`config.mk`:
```
export PLATFORM = sky130hd
export DESIGN_NAME = simd_lsu
export DESIGN_NICKNAME = d
export VERILOG_FILES = /design/src/rtl/simd_lsu_pkg.sv /design/src/rtl/simd_lsu_lane_mux.sv /design/src/rtl/simd_lsu.sv
export SDC_FILE = /design/constraint.sdc
export NUM_CORES = 1
export LEC_CHECK = 0
export ABC_CLOCK_PERIOD_IN_PS = 2100
export CELL_PAD_IN_SITES_DETAIL_PLACEMENT = 1
export CELL_PAD_IN_SITES_GLOBAL_PLACEMENT = 1
export CORE_AREA = 5 5 437 439
export DETAILED_ROUTE_END_ITERATION = 12
export DIE_AREA = 0 0 442 444
export PLACE_DENSITY = 0.52
export SLEW_MARGIN = 20
export SYNTH_ARGS = -nofsm -noshare
export SYNTH_HDL_FRONTEND = slang
export SYNTH_SLANG_ARGS = --single-unit
```
`constraint.sdc`:
```
create_clock -name clk -period 2.1 [get_ports clk]
set_clock_uncertainty 0.05 [all_clocks]
set_input_delay 0.63 -clock clk [delete_from_list [all_inputs] [get_ports clk]]
set_output_delay 0.63 -clock clk [all_outputs]
set_load 0.02 [all_outputs]
```
`src/rtl/simd_lsu_pkg.sv`:
```
// Shared types and geometry helpers for the SIMD vector load/store unit.
// Optional feature macro: SIMD_LSU_ALIGN_CHK_EN (misaligned-request rejection).
package simd_lsu_pkg;

    // Control FSM states
    typedef enum logic [2:0] {
        S_IDLE,
        S_WR,
        S_RD_ISSUE,
        S_RD_WAIT,
        S_RD_RESP
    } lsu_state_t;

    // Bytes in one full RAM line
    function automatic int line_bytes(input int lanes, input int lane_w);
        return (lanes * lane_w) / 8;
    endfunction

    // Bytes in one SIMD lane
    function automatic int lane_bytes(input int lane_w);
        return lane_w / 8;
    endfunction

    // Width of the read-latency down-counter
    function automatic int rd_cnt_w(input int rd_lat);
        return $clog2(rd_lat + 1);
    endfunction

endpackage

```
`src/rtl/simd_lsu_lane_mux.sv`:
```
// Combinational lane steering for the SIMD load/store unit: store-side lane
// replicate plus byte-enable expansion, load-side lane extract and zero-fill.
// LANES is assumed to be a power of two.
module simd_lsu_lane_mux
    import simd_lsu_pkg::*;
#(
    parameter int LANES      = 8,
    parameter int LANE_W     = 32,
    parameter int LANE_IDX_W = 3
) (
    input  logic                        i_st_scalar,
    input  logic [LANE_IDX_W-1:0]       i_st_lane,
    input  logic [LANES-1:0]            i_st_mask,
    input  logic [LANES*LANE_W-1:0]     i_st_wdata,
    output logic [LANES*LANE_W-1:0]     o_st_wdata,
    output logic [LANES*LANE_W/8-1:0]   o_st_byteena,
    input  logic                        i_ld_scalar,
    input  logic [LANE_IDX_W-1:0]       i_ld_lane,
    input  logic [LANES-1:0]            i_ld_mask,
    input  logic [LANES*LANE_W-1:0]     i_ld_rdata,
    output logic [LANES*LANE_W-1:0]     o_ld_rdata
);

    localparam int LANE_B = lane_bytes(LANE_W);

    logic [LANE_W-1:0] w_scalar_lane;

    // The lane picked by a scalar load, later moved down to lane 0
    assign w_scalar_lane = i_ld_rdata[i_ld_lane*LANE_W +: LANE_W];

    for (genvar gi = 0; gi < LANES; gi++) begin : g_lane
        logic w_st_sel;

        // A scalar store enables only its own lane; a vector store follows the mask
        assign w_st_sel = i_st_scalar ? (i_st_lane == LANE_IDX_W'(gi)) : i_st_mask[gi];

        // Scalar data is replicated everywhere; the byte enables restrict the write
        assign o_st_wdata[gi*LANE_W +: LANE_W] = i_st_scalar ? i_st_wdata[LANE_W-1:0]
                                                             : i_st_wdata[gi*LANE_W +: LANE_W];
        assign o_st_byteena[gi*LANE_B +: LANE_B] = {LANE_B{w_st_sel}};

        if (gi == 0) begin : g_lane0
            // Lane 0 carries the scalar result or its own masked vector data
            assign o_ld_rdata[LANE_W-1:0] = i_ld_scalar ? w_scalar_lane :
                                            (i_ld_mask[0] ? i_ld_rdata[LANE_W-1:0] : '0);
        end else begin : g_lane_n
            // Upper lanes are zero for scalar loads and for masked-off vector lanes
            assign o_ld_rdata[gi*LANE_W +: LANE_W] = (!i_ld_scalar && i_ld_mask[gi]) ?
                                                     i_ld_rdata[gi*LANE_W +: LANE_W] : '0;
        end
    end

endmodule

```
`src/rtl/simd_lsu.sv`:
```
// SIMD vector load/store unit between the datapath M-stage and the wide data RAM.
// Supports vector (masked) and scalar accesses with a configurable RAM read latency.
// Optional feature macro: SIMD_LSU_ALIGN_CHK_EN rejects misaligned requests with resp_err.
module simd_lsu
    import simd_lsu_pkg::*;
#(
    parameter int LANES  = 8,
    parameter int LANE_W = 32,
    parameter int ADDR_W = 32,
    parameter int RD_LAT = 2
) (
    input  logic                       clk,
    input  logic                       reset,
    input  logic                       req_valid,
    output logic                       req_ready,
    input  logic                       req_we,
    input  logic                       req_scalar,
    input  logic [ADDR_W-1:0]          req_addr,
    input  logic [LANES*LANE_W-1:0]    req_wdata,
    input  logic [LANES-1:0]           req_mask,
    output logic                       resp_valid,
    output logic [LANES*LANE_W-1:0]    resp_rdata,
    output logic                       resp_err,
    output logic                       stall_o,
    output logic [31:0]                address_RAM,
    output logic [LANES*LANE_W/8-1:0]  byteena_RAM,
    input  logic [LANES*LANE_W-1:0]    readData_RAM,
    output logic [LANES*LANE_W-1:0]    writeData_RAM,
    output logic                       rden_RAM,
    output logic                       wren_RAM
);

    localparam int DATA_W     = LANES * LANE_W;
    localparam int LINE_B     = line_bytes(LANES, LANE_W);
    localparam int LANE_B     = lane_bytes(LANE_W);
    localparam int LINE_SH    = $clog2(LINE_B);
    localparam int LANE_SH    = $clog2(LANE_B);
    localparam int LANE_IDX_W = (LANES > 1) ? $clog2(LANES) : 1;
    localparam int CNT_W      = rd_cnt_w(RD_LAT);

    lsu_state_t              r_state;
    logic [CNT_W-1:0]        r_cnt;
    logic                    r_scalar;
    logic [LANE_IDX_W-1:0]   r_lane;
    logic [LANES-1:0]        r_mask;
    logic [31:0]             r_address;
    logic [DATA_W/8-1:0]     r_byteena;
    logic [DATA_W-1:0]       r_wdata;
    logic [DATA_W-1:0]       r_rdata;
    logic                    r_rden;
    logic                    r_wren;
    logic                    r_resp_valid;

    logic [LANE_IDX_W-1:0]   w_lane;
    logic [31:0]             w_line;
    logic                    w_misaligned;
    logic [DATA_W-1:0]       w_st_wdata;
    logic [DATA_W/8-1:0]     w_st_byteena;
    logic [DATA_W-1:0]       w_ld_rdata;

    // Address geometry: low bits beyond the line/lane granule are simply dropped
    assign w_line = 32'(req_addr >> LINE_SH);
    assign w_lane = LANE_IDX_W'(req_addr >> LANE_SH);

`ifdef SIMD_LSU_ALIGN_CHK_EN
    logic r_resp_err;

    // Misaligned means any offset inside the access granule
    assign w_misaligned = req_scalar ? ((req_addr & ADDR_W'(LANE_B - 1)) != '0)
                                     : ((req_addr & ADDR_W'(LINE_B - 1)) != '0);
    assign resp_err     = r_resp_err;
`else
    assign w_misaligned = 1'b0;
    assign resp_err     = 1'b0;
`endif

    simd_lsu_lane_mux #(
        .LANES      (LANES),
        .LANE_W     (LANE_W),
        .LANE_IDX_W (LANE_IDX_W)
    ) u_lane_mux (
        .i_st_scalar  (req_scalar),
        .i_st_lane    (w_lane),
        .i_st_mask    (req_mask),
        .i_st_wdata   (req_wdata),
        .o_st_wdata   (w_st_wdata),
        .o_st_byteena (w_st_byteena),
        .i_ld_scalar  (r_scalar),
        .i_ld_lane    (r_lane),
        .i_ld_mask    (r_mask),
        .i_ld_rdata   (readData_RAM),
        .o_ld_rdata   (w_ld_rdata)
    );

    // Control FSM with registered RAM-side and response outputs
    always_ff @(posedge clk) begin
        if (reset) begin
            r_state      <= S_IDLE;
            r_cnt        <= '0;
            r_scalar     <= 1'b0;
            r_lane       <= '0;
            r_mask       <= '0;
            r_address    <= '0;
            r_byteena    <= '0;
            r_wdata      <= '0;
            r_rdata      <= '0;
            r_rden       <= 1'b0;
            r_wren       <= 1'b0;
            r_resp_valid <= 1'b0;
`ifdef SIMD_LSU_ALIGN_CHK_EN
            r_resp_err   <= 1'b0;
`endif
        end else begin
            // Strobes default low so each one lasts a single cycle
            r_rden       <= 1'b0;
            r_wren       <= 1'b0;
            r_resp_valid <= 1'b0;
`ifdef SIMD_LSU_ALIGN_CHK_EN
            r_resp_err   <= 1'b0;
`endif
            case (r_state)
                S_IDLE: begin
                    if (req_valid) begin
                        r_scalar  <= req_scalar;
                        r_lane    <= w_lane;
                        r_mask    <= req_mask;
                        r_address <= w_line;
                        if (w_misaligned) begin
                            // Rejected: no RAM traffic, immediate error response
                            r_rdata      <= '0;
                            r_resp_valid <= 1'b1;
`ifdef SIMD_LSU_ALIGN_CHK_EN
                            r_resp_err   <= 1'b1;
`endif
                            r_state      <= S_WR;
                        end else if (req_we) begin
                            r_wdata      <= w_st_wdata;
                            r_byteena    <= w_st_byteena;
                            r_wren       <= |w_st_byteena;
                            r_resp_valid <= 1'b1;
                            r_state      <= S_WR;
                        end else begin
                            r_rden  <= 1'b1;
                            r_state <= S_RD_ISSUE;
                        end
                    end
                end
                S_WR: begin
                    r_state <= S_IDLE;
                end
                S_RD_ISSUE: begin
                    // Counter holds remaining RD_WAIT cycles; zero means data is valid now
                    r_cnt   <= CNT_W'(RD_LAT - 1);
                    r_state <= S_RD_WAIT;
                end
                S_RD_WAIT: begin
                    if (r_cnt == '0) begin
                        r_rdata      <= w_ld_rdata;
                        r_resp_valid <= 1'b1;
                        r_state      <= S_RD_RESP;
                    end else begin
                        r_cnt <= r_cnt - CNT_W'(1);
                    end
                end
                S_RD_RESP: begin
                    r_state <= S_IDLE;
                end
                default: begin
                    r_state <= S_IDLE;
                end
            endcase
        end
    end

    // Ready only when idle and not being reset; stall while a request waits or a read is in flight
    assign req_ready = (r_state == S_IDLE) && !reset;
    assign stall_o   = ((r_state == S_IDLE) && req_valid) ||
                       (r_state == S_RD_ISSUE) || (r_state == S_RD_WAIT);

    assign resp_valid    = r_resp_valid;
    assign resp_rdata    = r_rdata;
    assign address_RAM   = r_address;
    assign byteena_RAM   = r_byteena;
    assign writeData_RAM = r_wdata;
    assign rden_RAM      = r_rden;
    assign wren_RAM      = r_wren;

endmodule

```
After elaboration in Yosys (flattened, before gate mapping):

Index checks and enable logic that the tools add are counted.
Widths: inputs -> output; s select.

* input port bits: 557
* output and inout bits: 582
* logic and storage cells: 89
* bits in registers: 588

* muxes and demuxes: 35
* shifts and indexed selects: 1
* reductions and logical operators: 25
* bitwise logic cells: 3
* $add $sub $neg: 1
* equality and inequality tests: 12

Operator list (number)
* $mux 32: 16
* $shiftx 256x9->32: 1
* $eq 3x2->1 const B: 4
* $eq 3x3->1 const B: 4
* $mux 1: 12
* $logic_and 1x1->1: 9
* $pmux 3 s3: 1
* $reduce_and 2->1: 4
* $reduce_or 8->1: 1
* $logic_not 3->1: 2
* $mux 3: 2
* $ne 2x2->1 const B: 3
* $mux 2: 2
* $pmux 2 s2: 1
* $reduce_or 4->1: 1
* $eq 3x1->1 const B: 1
* $not 1->1: 3
* $reduce_and 3->1: 1
* $reduce_or 3->1: 1
* $logic_not 1->1: 2
* $logic_not 2->1: 1
* $logic_or 1x1->1: 2
* $pmux 1 s2: 1
* $reduce_bool 2->1: 1
* $sub 2x1->2 const B: 1

Longest topological paths before layout:

Gate-level depths: netlist of run 1.

* depth after elaboration: 4
* depth in mapped cells: 8
* mapped depth without buffers: 5

Hierarchy:

Synthesis of run 1 repeated with hierarchy kept, for this count alone.

* cells, all modules: 3736
* area total of the unflattened synthesis: 28178.3 µm²

Modules (own cells, without submodules)
* simd_lsu: area each 21448.1 µm², times used 1, cells each 2650, sequential area each 11831.3 µm²
* simd_lsu_lane_mux: area each 6730.2 µm², times used 1, cells each 1086, sequential area each 0.0 µm²

Least setup slack after synthesis of run 1:

Ideal clock, no wire load.

* path type: input port to output port
* start: in req_valid
* end: out stall_o
* required time: 1.420 ns
* slack: -0.221 ns
* arrival time: 1.641 ns
* cell stages on the path: 4
* path buffers: 2
* cell sequence: or4b_1 buf_2 clkbuf_1 nand2_1

* cells in the longest elaborated chain, start to end: 3

Ends and longest elaborated chain
* from (decl): RTL line simd_lsu.sv:14 `input logic req_valid,`
* $logic_and 1x1->1: RTL line simd_lsu.sv:177 `assign stall_o = ((r_state == S_IDLE) && req_valid) ||`
* $logic_or 1x1->1: RTL line simd_lsu.sv:177
* $logic_or 1x1->1: RTL line simd_lsu.sv:178 `(r_state == S_RD_ISSUE) || (r_state == S_RD_WAIT);`
* to (decl): RTL line simd_lsu.sv:24 `output logic stall_o,`

Every way passes these cells.

Final worst setup path of run 1:

Ends and elaborated chain as after synthesis.

==> metrics, run 1 <==
outcome=complete, but fails checks; failing checks=negative setup slack; P_int=0.0226 W; via count=27400; Final GP Congestion=0.819; cell taking the most area after synthesis=dfxtp_1; Sw Share=30.5%; antenna violations before repair=26; Sink Count=approximately 570; worst-margin pin slew=0.824 ns; #FFs+latches synth=~570; DR vias/cell=between 4 and 5; WP data required=1.42 ns; Ports=1139; first-pass GRT wire length=around 240 mm; Setup crit end kind=output port; Setup TNS=-26.04 ns; Post-Synth XOR/XNOR Area=0%; Layout area overhead=72.6%; area share of the largest cell type after synthesis=46.0%; DR iter-0 viols=1214; placed cells=6356; reg2reg start=r_state[0]; vias in the first global route=29300; post-synthesis instance total=around 2800; MaxCap Viol Count=0; Die Y=444 um; CTS Root Cell=clkbuf_16; crit path time final=2.44 ns; Setup crit start=req_valid; Max Root-Sink Buffers=3; Combinational Power Share=20.4%; clock power share=between 40 and 50%; leakage power=15.0 nW; Synth cell types=38; Critical Path Fanout Max=2; # rows=about 160; ANT nets after route=0; Max-slew headroom=between 40% and 50%; Reg clk slew, reported paths=0.06 ns; Pre-antenna DRT Iters=5; drt drc=0; Fmax=0.410 GHz; top_reg_cell synth=dfxtp_1; most common cell in the netlist=a21oi_1; mux cell area share after synthesis=7.14%; reg2reg path depth=6; Initial Util=13.2%; Core Area=187000 um2; sequential power share=35.7%; sequential area share after synthesis=46.0%; Hold Violations, Final=0; final-report max-slew violation count=0; Post-Synth Simple-Gate Area=between 10% and 20%; TritonCTS clock tree=yes; post-synthesis adder-cell area fraction=0.0507%; Post-synth EDFFs=0; fin nets=roughly 4500; GRT Total Usage=17.4%; area of the multi-input gates=between 10000 and 15000 um2; RSZ-0062 raised after global routing=yes; Power Density=763 nW/um2; synth cell count leaders=a21oi_1 (758), dfxtp_1 (567), nand2_1 (309), nand3_1 (256), clkbuf_1 (246); mapped cell area=24700 um2; Reg2Reg Setup Slack=-0.18 ns; Setup crit end=stall_o; Storage cell area=roughly 11000 um2; combinational family with the most area after synthesis=compound AO/OA/AOI/OAI gates; CTS Buf Count=80; H-tree Lvls=3; startpoint types=input pin; Max VDD drop=0.472 mV; wire length per cell=around 27 um; post-synthesis compound-gate area fraction=24.3%; synth warn=0; final setup fails=220; die width=442 um; R2R Path End=writeData_RAM[141]; Remaining Overflow, GRT=0; crit path kind=input pin to output port; sw power=0.00991 W; Non-Filler Instances=6515; Post-Syn Area per Cell=8.68 um2; data arrival time of the worst path=1.76 ns; Hold Buf Count CTS=0; final worst-path cycle share=116%; largest net degree at the start of global routing=92; Hold Crit Class=input pin to register; # fillers=21700; layout cells sized above 1=27.1%; asr flop ratio synth=0%; post-DP HPWL=139 mm; Final WS setup=-0.340 ns; IO buf count=1130; die area=196000 um2; Synth area leaders=dfxtp_1 (46%), a21oi_1 (15%), a211oi_1 (7.0%); clock latency on the worst-skew pair=0.70 ns; wirelength, routed=between 150 and 200 mm
timing repair:
item                                    4_1_cts  5_1_grt
setup buffers                                 5        2
endpoints found under the hold margin         0        0
pin swaps                                     1        1
resized for setup                          2138        9
endpoints found under the setup margin      779      246
power by group through the flow:
stage          clock network (W)  registers [W]  logic, W
4_1_cts                   0.0149         0.0116   0.00679
6_report                  0.0143         0.0116   0.00662
5_1_grt                   0.0153         0.0116   0.00703
2_1_floorplan                  0         0.0123   0.00225
3_3_place_gp                   0         0.0118   0.00700
3_5_place_dp                   0         0.0118   0.00703
per-stage QoR:
step / area, um2 / hold WS (ns) / power [W] / setup WS [ns] / util [%]
floorplan: 24700 / 0.382 / 0.0145 / -0.181 / -
global placement: 40800 / 0.387 / 0.0188 / -0.898 / 21.9
detailed placement: 40800 / 0.394 / 0.0188 / -0.922 / 21.9
CTS: 42500 / 0.226 / 0.0333 / -0.447 / 22.8
global route: 42600 / 0.279 / 0.0340 / -0.429 / 22.8
finish: 42600 / 0.332 / 0.0325 / -0.340 / 22.8
cell families after synthesis:
logic type	count (synthesis)
AOI/OAI and AO/OA	1061
adders and majority gates	1
buffers and inverters	388
DFF	567
muxes	96
other	1
and+or+nand+nor	728
flip-flops by register name (all words and copies together), names as in the netlist:
signal	cells
resp_rdata	256
writeData_RAM	256
address_RAM	27
byteena_RAM	8
r_mask	8
r_lane	3
r_state	3
r_cnt	2
r_scalar	1
rden_RAM	1
resp_valid	1
wren_RAM	1
worst max-delay path, stage by stage:
cell,delay [ns]
clkdlybuf4s50_1,0.47
or4b_4,0.47
nand2_2,0.08
buf_6,0.11
how the worst min path moves through the flow:
stage | cells after the start | to | slack (ns) | startpoint
floorplan | 2 | r_mask[1] | 0.38 | r_mask[1]
global placement | 2 | resp_rdata[80] | 0.39 | resp_rdata[80]
detailed placement | 2 | resp_rdata[158] | 0.39 | resp_rdata[158]
CTS | 4 | r_scalar | 0.23 | req_scalar
global route | 3 | address_RAM[2] | 0.28 | reset
finish | 4 | r_scalar | 0.33 | req_scalar
layout by cell type, fill, tap and decap left out, types with 4 or more instances in the layout:
| master | netlist | layout |
|---|---|---|
| clkbuf_16 | 0 | 83 |
| nand2_1 | 309 | 308 |
| mux4_2 | 64 | 64 |
| mux2i_1 | 32 | 32 |
| clkdlybuf4s50_1 | 0 | 551 |
| nand4b_1 | 68 | 68 |
| nor4bb_1 | 4 | 4 |
| o211ai_1 | 32 | 32 |
| clkbuf_8 | 0 | 20 |
| dfxtp_4 | 0 | 8 |
| buf_6 | 20 | 9 |
| bufinv_16 | 0 | 4 |
| clkinv_2 | 0 | 8 |
| buf_4 | 30 | 198 |
| dfxtp_2 | 0 | 18 |
| a211oi_1 | 229 | 229 |
| clkinv_4 | 0 | 4 |
| conb_1 | 1 | 6 |
| clkdlybuf4s15_2 | 0 | 239 |
| and2_1 | 34 | 33 |
| nand3_1 | 256 | 256 |
| o21ai_0 | 33 | 33 |
| buf_8 | 0 | 7 |
| nor2b_4 | 0 | 8 |
| buf_2 | 53 | 282 |
| a311oi_1 | 5 | 5 |
| dfxtp_1 | 567 | 541 |
| clkbuf_1 | 246 | 12 |
| buf_12 | 0 | 116 |
| and3b_1 | 32 | 32 |
| a21oi_1 | 758 | 758 |
| diode_2 | 0 | 14 |
cell type report:
cell class / instances / area share [%]
Antenna cell: 14 / 0.0823
Clock buffer: 115 / 5.63
Clock inverter: 23 / 0.682
Inverter: 4 / 0.0529
Multi-Input combinational cell: 1892 / 27.3
Sequential cell: 567 / 26.8
Tap cell: 2495 / 7.33
Timing Repair Buffer: 1405 / 32.1
per-layer routing:
layer | track usage, % | vias up | wire (um)
met2 | 33.8 | 941 | 98300
li1 | - | 12600 | -
met4 | 7.60 | 12 | 7550
met3 | 4.70 | 228 | 11000
met1 | 17.1 | 13600 | 61800
met5 | 0 | - | 80
No activity file was read; power rests on OpenSTA's default activity.
==> run 2: changes to the inputs <==
--- a/config.mk
+++ b/config.mk
@@ -12,6 +12,7 @@
 export DETAILED_ROUTE_END_ITERATION = 12
 export DIE_AREA = 0 0 442 444
 export PLACE_DENSITY = 0.52
+export REMOVE_ABC_BUFFERS = 1
 export SLEW_MARGIN = 20
 export SYNTH_ARGS = -nofsm -noshare
 export SYNTH_HDL_FRONTEND = slang
==> metrics, run 2 (synthesis results as in run 1) <==
final setup fails=57 (was 220); MaxCap Viol Count=0 (unchanged); first-pass GRT wire length=217 mm (was 243 mm); crit path max-delay cell type=or4b_4 (was clkdlybuf4s50_1); Max Root-Sink Buffers=3 (unchanged); Sink Count=567 (unchanged); commonest non-fill, non-tap cell in the layout=a21oi_1 (unchanged); Pre-antenna DRT Iters=5 (unchanged); drt drc=0 (unchanged); final worst-path cycle share=118% (was 116%); Max VDD drop=0.494 mV (was 0.472 mV); Fmax=0.402 GHz (was 0.410 GHz); final design utilization=22.7% (was 22.8%); Final GP Congestion=0.817 (was 0.819); CTS Root Cell=clkbuf_16 (unchanged); data arrival time of the worst path=1.81 ns (was 1.76 ns); Hold Violations, Final=0 (unchanged); cell chain of the critical path=clkdlybuf4s50_1 -> or4b_4 -> nand2_4 -> buf_6 (was clkdlybuf4s50_1 -> or4b_4 -> nand2_2 -> buf_6); H-tree Lvls=3 (unchanged); Slowest Stage Delay on Critical Path=0.49 ns (was 0.47 ns); final-report max-slew violation count=0 (unchanged); Max-slew headroom=61.0% (was 45.1%); CP delay by family, top=buffers and inverters (unchanged); DR iter-0 viols=1173 (was 1214); Die Y=444 um (unchanged); Storage cell area=11400 um2 (about the same); clock latency on the worst-skew pair=0.69 ns (was 0.70 ns); GRT Total Usage=14.9% (was 17.4%); crit path kind=input pin to output port (unchanged); Ports=1139 (unchanged); antenna violations before repair=23 (was 26); via count=27100 (was 27400); leakage power=14.5 nW (was 15.0 nW); wirelength, routed=156 mm (was 179 mm); die width=442 um (unchanged); failing checks=negative setup slack (unchanged); worst-margin pin slew=0.585 ns (was 0.824 ns); CTS Buf Count=78 (was 80); Final WS setup=-0.385 ns (was -0.340 ns); Remaining Overflow, GRT=0 (unchanged); startpoint types=input pin (unchanged); post-DP HPWL=117 mm (was 139 mm); Power Density=754 nW/um2 (was 763 nW/um2); vias in the first global route=28700 (was 29300); placed cells=6319 (was 6356); worst path bufs/invs=2 (unchanged); Core Area=187000 um2 (unchanged); RSZ-0062 raised after global routing=yes (unchanged); largest net degree at the start of global routing=85 (was 92); crit path time final=2.49 ns (was 2.44 ns); die area=196000 um2 (unchanged); Reg clk slew, reported paths=0.06 ns (about the same); # rows=159 (unchanged); ANT nets after route=0 (unchanged); fin nets=4476 (was 4508); Hold Crit Class=input pin to register (unchanged); WP data required=1.42 ns (about the same); DR vias/cell=4.18 (was 4.20); Initial Util=13.2% (unchanged); # fillers=21700 (about the same); Critical Path Fanout Max=2 (unchanged); Layout area overhead=72.2% (was 72.6%); TritonCTS clock tree=yes (unchanged); most frequent cells in the layout=a21oi_1 (758), clkdlybuf4s50_1 (551), dfxtp_1 (548), clkdlybuf4s15_2 (339), nand2_1 (308) (was a21oi_1 (758), clkdlybuf4s50_1 (551), dfxtp_1 (541), nand2_1 (308), buf_2 (282)); area of the multi-input gates=11700 um2 (was 11600 um2); wire length per cell=24.0 um (was 27.5 um); Tot Pwr=0.0320 W (was 0.0325 W); Setup crit end kind=output port (unchanged); outcome=complete, but fails checks (unchanged); Non-Filler Instances=6484 (was 6515); IO buf count=1130 (unchanged); layout cells sized above 1=26.1% (was 27.1%)
## run 2: changes by cell type in the layout (fill, tap and decap cells not counted), moves of 7 or more
| cell | before | now |
|---|---|---|
| clkdlybuf4s15_2 | 239 | 339 |
| buf_4 | 198 | 176 |
| clkdlybuf4s15_1 | 1 | 20 |
| buf_2 | 282 | 182 |
| clkbuf_2 | 0 | 16 |
| buf_12 | 116 | 68 |
| dfxtp_1 | 541 | 548 |
## run 2: worst paths after layout
check / to / from / slack, ns / depth (start not counted)
min: resp_rdata[71] / reset / 0.39 / 3
min reg2reg: resp_rdata[233] / resp_rdata[233] / 0.40 / 2
max reg2reg: writeData_RAM[78] / r_state[0] / -0.02 / 9
max: stall_o / req_valid / -0.39 / 4
## run 2: metal layers
metal	up-vias	part of all wire, %	global-route usage, %
met3	175	6.3	4.47
li1	12500	-	-
met5	-	0.044	0
met2	835	53	28.2
met4	10	2.7	4.22
met1	13600	38	16.0
## run 2: through the flow
| stage | setup TNS (ns) | setup slack, ns | area [um2] | hold WS, ns |
|---|---|---|---|---|
| global placement | -189.65 | -0.917 | 40000 | 0.388 |
| detailed placement | -199.27 | -0.921 | 40000 | 0.393 |
| CTS | -0.671 | -0.430 | 42400 | 0.312 |
| global route | -4.68 | -0.433 | 42500 | 0.348 |
| floorplan | -3149.43 | -6.21 | 22900 | 0.376 |
| finish | -1.99 | -0.385 | 42500 | 0.394 |
## run 2: where the power goes
part,switching (W),internal [W],leakage [nW]
registers,0.000309,0.0113,4.62
logic,0.00350,0.00287,8.60
clock network,0.00565,0.00843,1.32
## run 2: area by class of cell
cell class / count / area share, %
sequential: 567 / 26.8
timing repair buffer: 1375 / 32.0
multi-input combinational: 1892 / 27.5
antenna: 12 / 0.0707
clock inverter: 33 / 1.00
inverter: 4 / 0.0530
tap: 2495 / 7.35
clock buffer: 106 / 5.32
## run 2: worst register-to-register path, cell delays in order (launching register included)
cell	delay (ns)
dfxtp_2	0.32
buf_4	0.12
buf_6	0.12
buf_4	0.14
nor4b_4	0.27
buf_12	0.17
buf_16	0.18
buf_16	0.29
a21oi_1	0.10
a211oi_1	0.26
## run 2: what timing repair did
| item | 4_1_cts | 5_1_grt |
|---|---|---|
| setup buffers | 2 | 9 |
| setup endpoints to repair | 595 | 150 |
| gates cloned | 0 | 3 |
| hold endpoints to repair | 0 | 0 |
| gates resized for setup | 1939 | 66 |
| hold buffers | 0 | 0 |
| pin swaps | 1 | 3 |
==> run 3: changes to the inputs <==
--- a/config.mk
+++ b/config.mk
@@ -13,6 +13,7 @@
 export DIE_AREA = 0 0 442 444
 export PLACE_DENSITY = 0.52
 export REMOVE_ABC_BUFFERS = 1
+export SKIP_LAST_GASP = 1
 export SLEW_MARGIN = 20
 export SYNTH_ARGS = -nofsm -noshare
 export SYNTH_HDL_FRONTEND = slang
==> metrics, run 3 (synthesis results as in run 1) <==
crit path time final=2.48 ns (was 2.49 ns); drt drc=0 (unchanged); Die Y=444 um (unchanged); wirelength, routed=156 mm (about the same); Max-slew headroom=62.3% (was 61.0%); MaxCap Viol Count=0 (unchanged); Core Area=187000 um2 (unchanged); Ports=1139 (unchanged); DR vias/cell=4.18 (about the same); Tot Pwr=0.0320 W (about the same); wire length per cell=24.0 um (about the same); TritonCTS clock tree=yes (unchanged); fin nets=4476 (unchanged); Critical Path Fanout Max=2 (unchanged); final setup fails=53 (was 57); Max VDD drop=0.502 mV (was 0.494 mV); Setup crit end kind=output port (unchanged); Sink Count=567 (unchanged); startpoint types=input pin (unchanged); data arrival time of the worst path=1.80 ns (was 1.81 ns); WP data required=1.42 ns (about the same); outcome=complete, but fails checks (unchanged); clock latency on the worst-skew pair=0.69 ns (about the same); via count=27100 (about the same); Final GP Congestion=0.817 (unchanged); Reg clk slew, reported paths=0.06 ns (about the same); CTS Root Cell=clkbuf_16 (unchanged); final-report max-slew violation count=0 (unchanged); antenna violations before repair=23 (unchanged); placed cells=6319 (unchanged); Pre-antenna DRT Iters=5 (unchanged); first-pass GRT wire length=217 mm (unchanged); pre-CTS setup slack=-0.921 ns (unchanged); # rows=159 (unchanged); Non-Filler Instances=6484 (unchanged); Fmax=0.402 GHz (about the same); ANT nets after route=0 (unchanged); final design utilization=22.7% (about the same); Max Root-Sink Buffers=3 (unchanged); final worst-path cycle share=118% (about the same); post-DP HPWL=117 mm (unchanged); die width=442 um (unchanged); Hold Crit Class=input pin to register (unchanged); Power Density=754 nW/um2 (about the same); Layout area overhead=72.1% (was 72.2%); most frequent cells in the layout=a21oi_1 (758), clkdlybuf4s50_1 (551), dfxtp_1 (548), clkdlybuf4s15_2 (339), nand2_1 (308) (unchanged); CTS Buf Count=78 (unchanged); Hold Violations, Final=0 (unchanged); worst-margin pin slew=0.565 ns (was 0.585 ns); design area=42500 um2 (about the same); leakage power=14.5 nW (about the same); layout cells sized above 1=26.0% (was 26.1%); largest net degree at the start of global routing=85 (unchanged); die area=196000 um2 (unchanged); H-tree Lvls=3 (unchanged); Final WS setup=-0.385 ns (about the same); Initial Util=13.2% (unchanged); vias in the first global route=28700 (unchanged); crit path kind=input pin to output port (unchanged); RSZ-0062 raised after global routing=yes (unchanged); GRT Total Usage=14.9% (unchanged); IO buf count=1130 (unchanged); Remaining Overflow, GRT=0 (unchanged); commonest non-fill, non-tap cell in the layout=a21oi_1 (unchanged); # fillers=21700 (about the same); DR iter-0 viols=1215 (was 1173); failing checks=negative setup slack (unchanged); placed cell areas=40000 um2 (unchanged)
==> run 3: cell counts in the layout (fill, tap and decap cells not counted) <==
No cell type changed its count.
==> run 3: repair_timing <==
action	4_1_cts	5_1_grt
hold buffers	0	0
pin swaps	1	2
gates cloned	0	3
endpoints found under the hold margin	0	0
endpoints found under the setup margin	595	150
resized for setup	1939	61
setup buffers	2	9
==> run 3: where the power goes <==
group	switching, W	total [W]	internal (W)	leakage [nW]
registers	0.000309	0.0116	0.0113	4.62
logic	0.00350	0.00636	0.00287	8.59
clock network	0.00566	0.0141	0.00843	1.32
total	0.00946	0.0320	0.0225	14.5
==> run 3: final cells by class <==
type                            instances  area (um2)  share of cell area, %
Antenna cell                           12        30.0                 0.0707
Clock buffer                          106        2260                   5.32
Clock inverter                         33         425                   1.00
Inverter                                4        22.5                 0.0531
Multi-Input combinational cell       1892       11700                   27.5
Sequential cell                       567       11400                   26.8
Tap cell                             2495        3120                   7.35
Timing Repair Buffer                 1375       13600                   31.9
==> run 3: final timing paths <==
check	cells past startpoint	from	slack [ns]	end
worst max-delay path	4	req_valid	-0.38	stall_o
worst min-delay path	3	reset	0.40	resp_rdata[71]
worst max register to register	9	r_state[0]	-0.02	writeData_RAM[78]
worst min register to register	2	resp_rdata[233]	0.40	resp_rdata[233]
==> run 3: layer usage <==
metal / share of wire [%] / global-route usage, %
met3: 6.5 / 4.47
met5: 0.043 / 0
met4: 2.7 / 4.22
met2: 53 / 28.2
met1: 37 / 16.0
==> run 3: critical path, stage by stage <==
cell and delay, ns:
clkdlybuf4s50_1 0.48, or4b_4 0.49, nand2_4 0.09, buf_6 0.12
==> run 3: metrics by stage <==
step	hold WS, ns	TNS [ns]
5_1_grt	0.348	-5.00
3_5_place_dp	0.393	-199.27
2_1_floorplan	0.376	-3149.43
4_1_cts	0.312	-0.671
3_3_place_gp	0.388	-189.65
6_report	0.398	-1.95
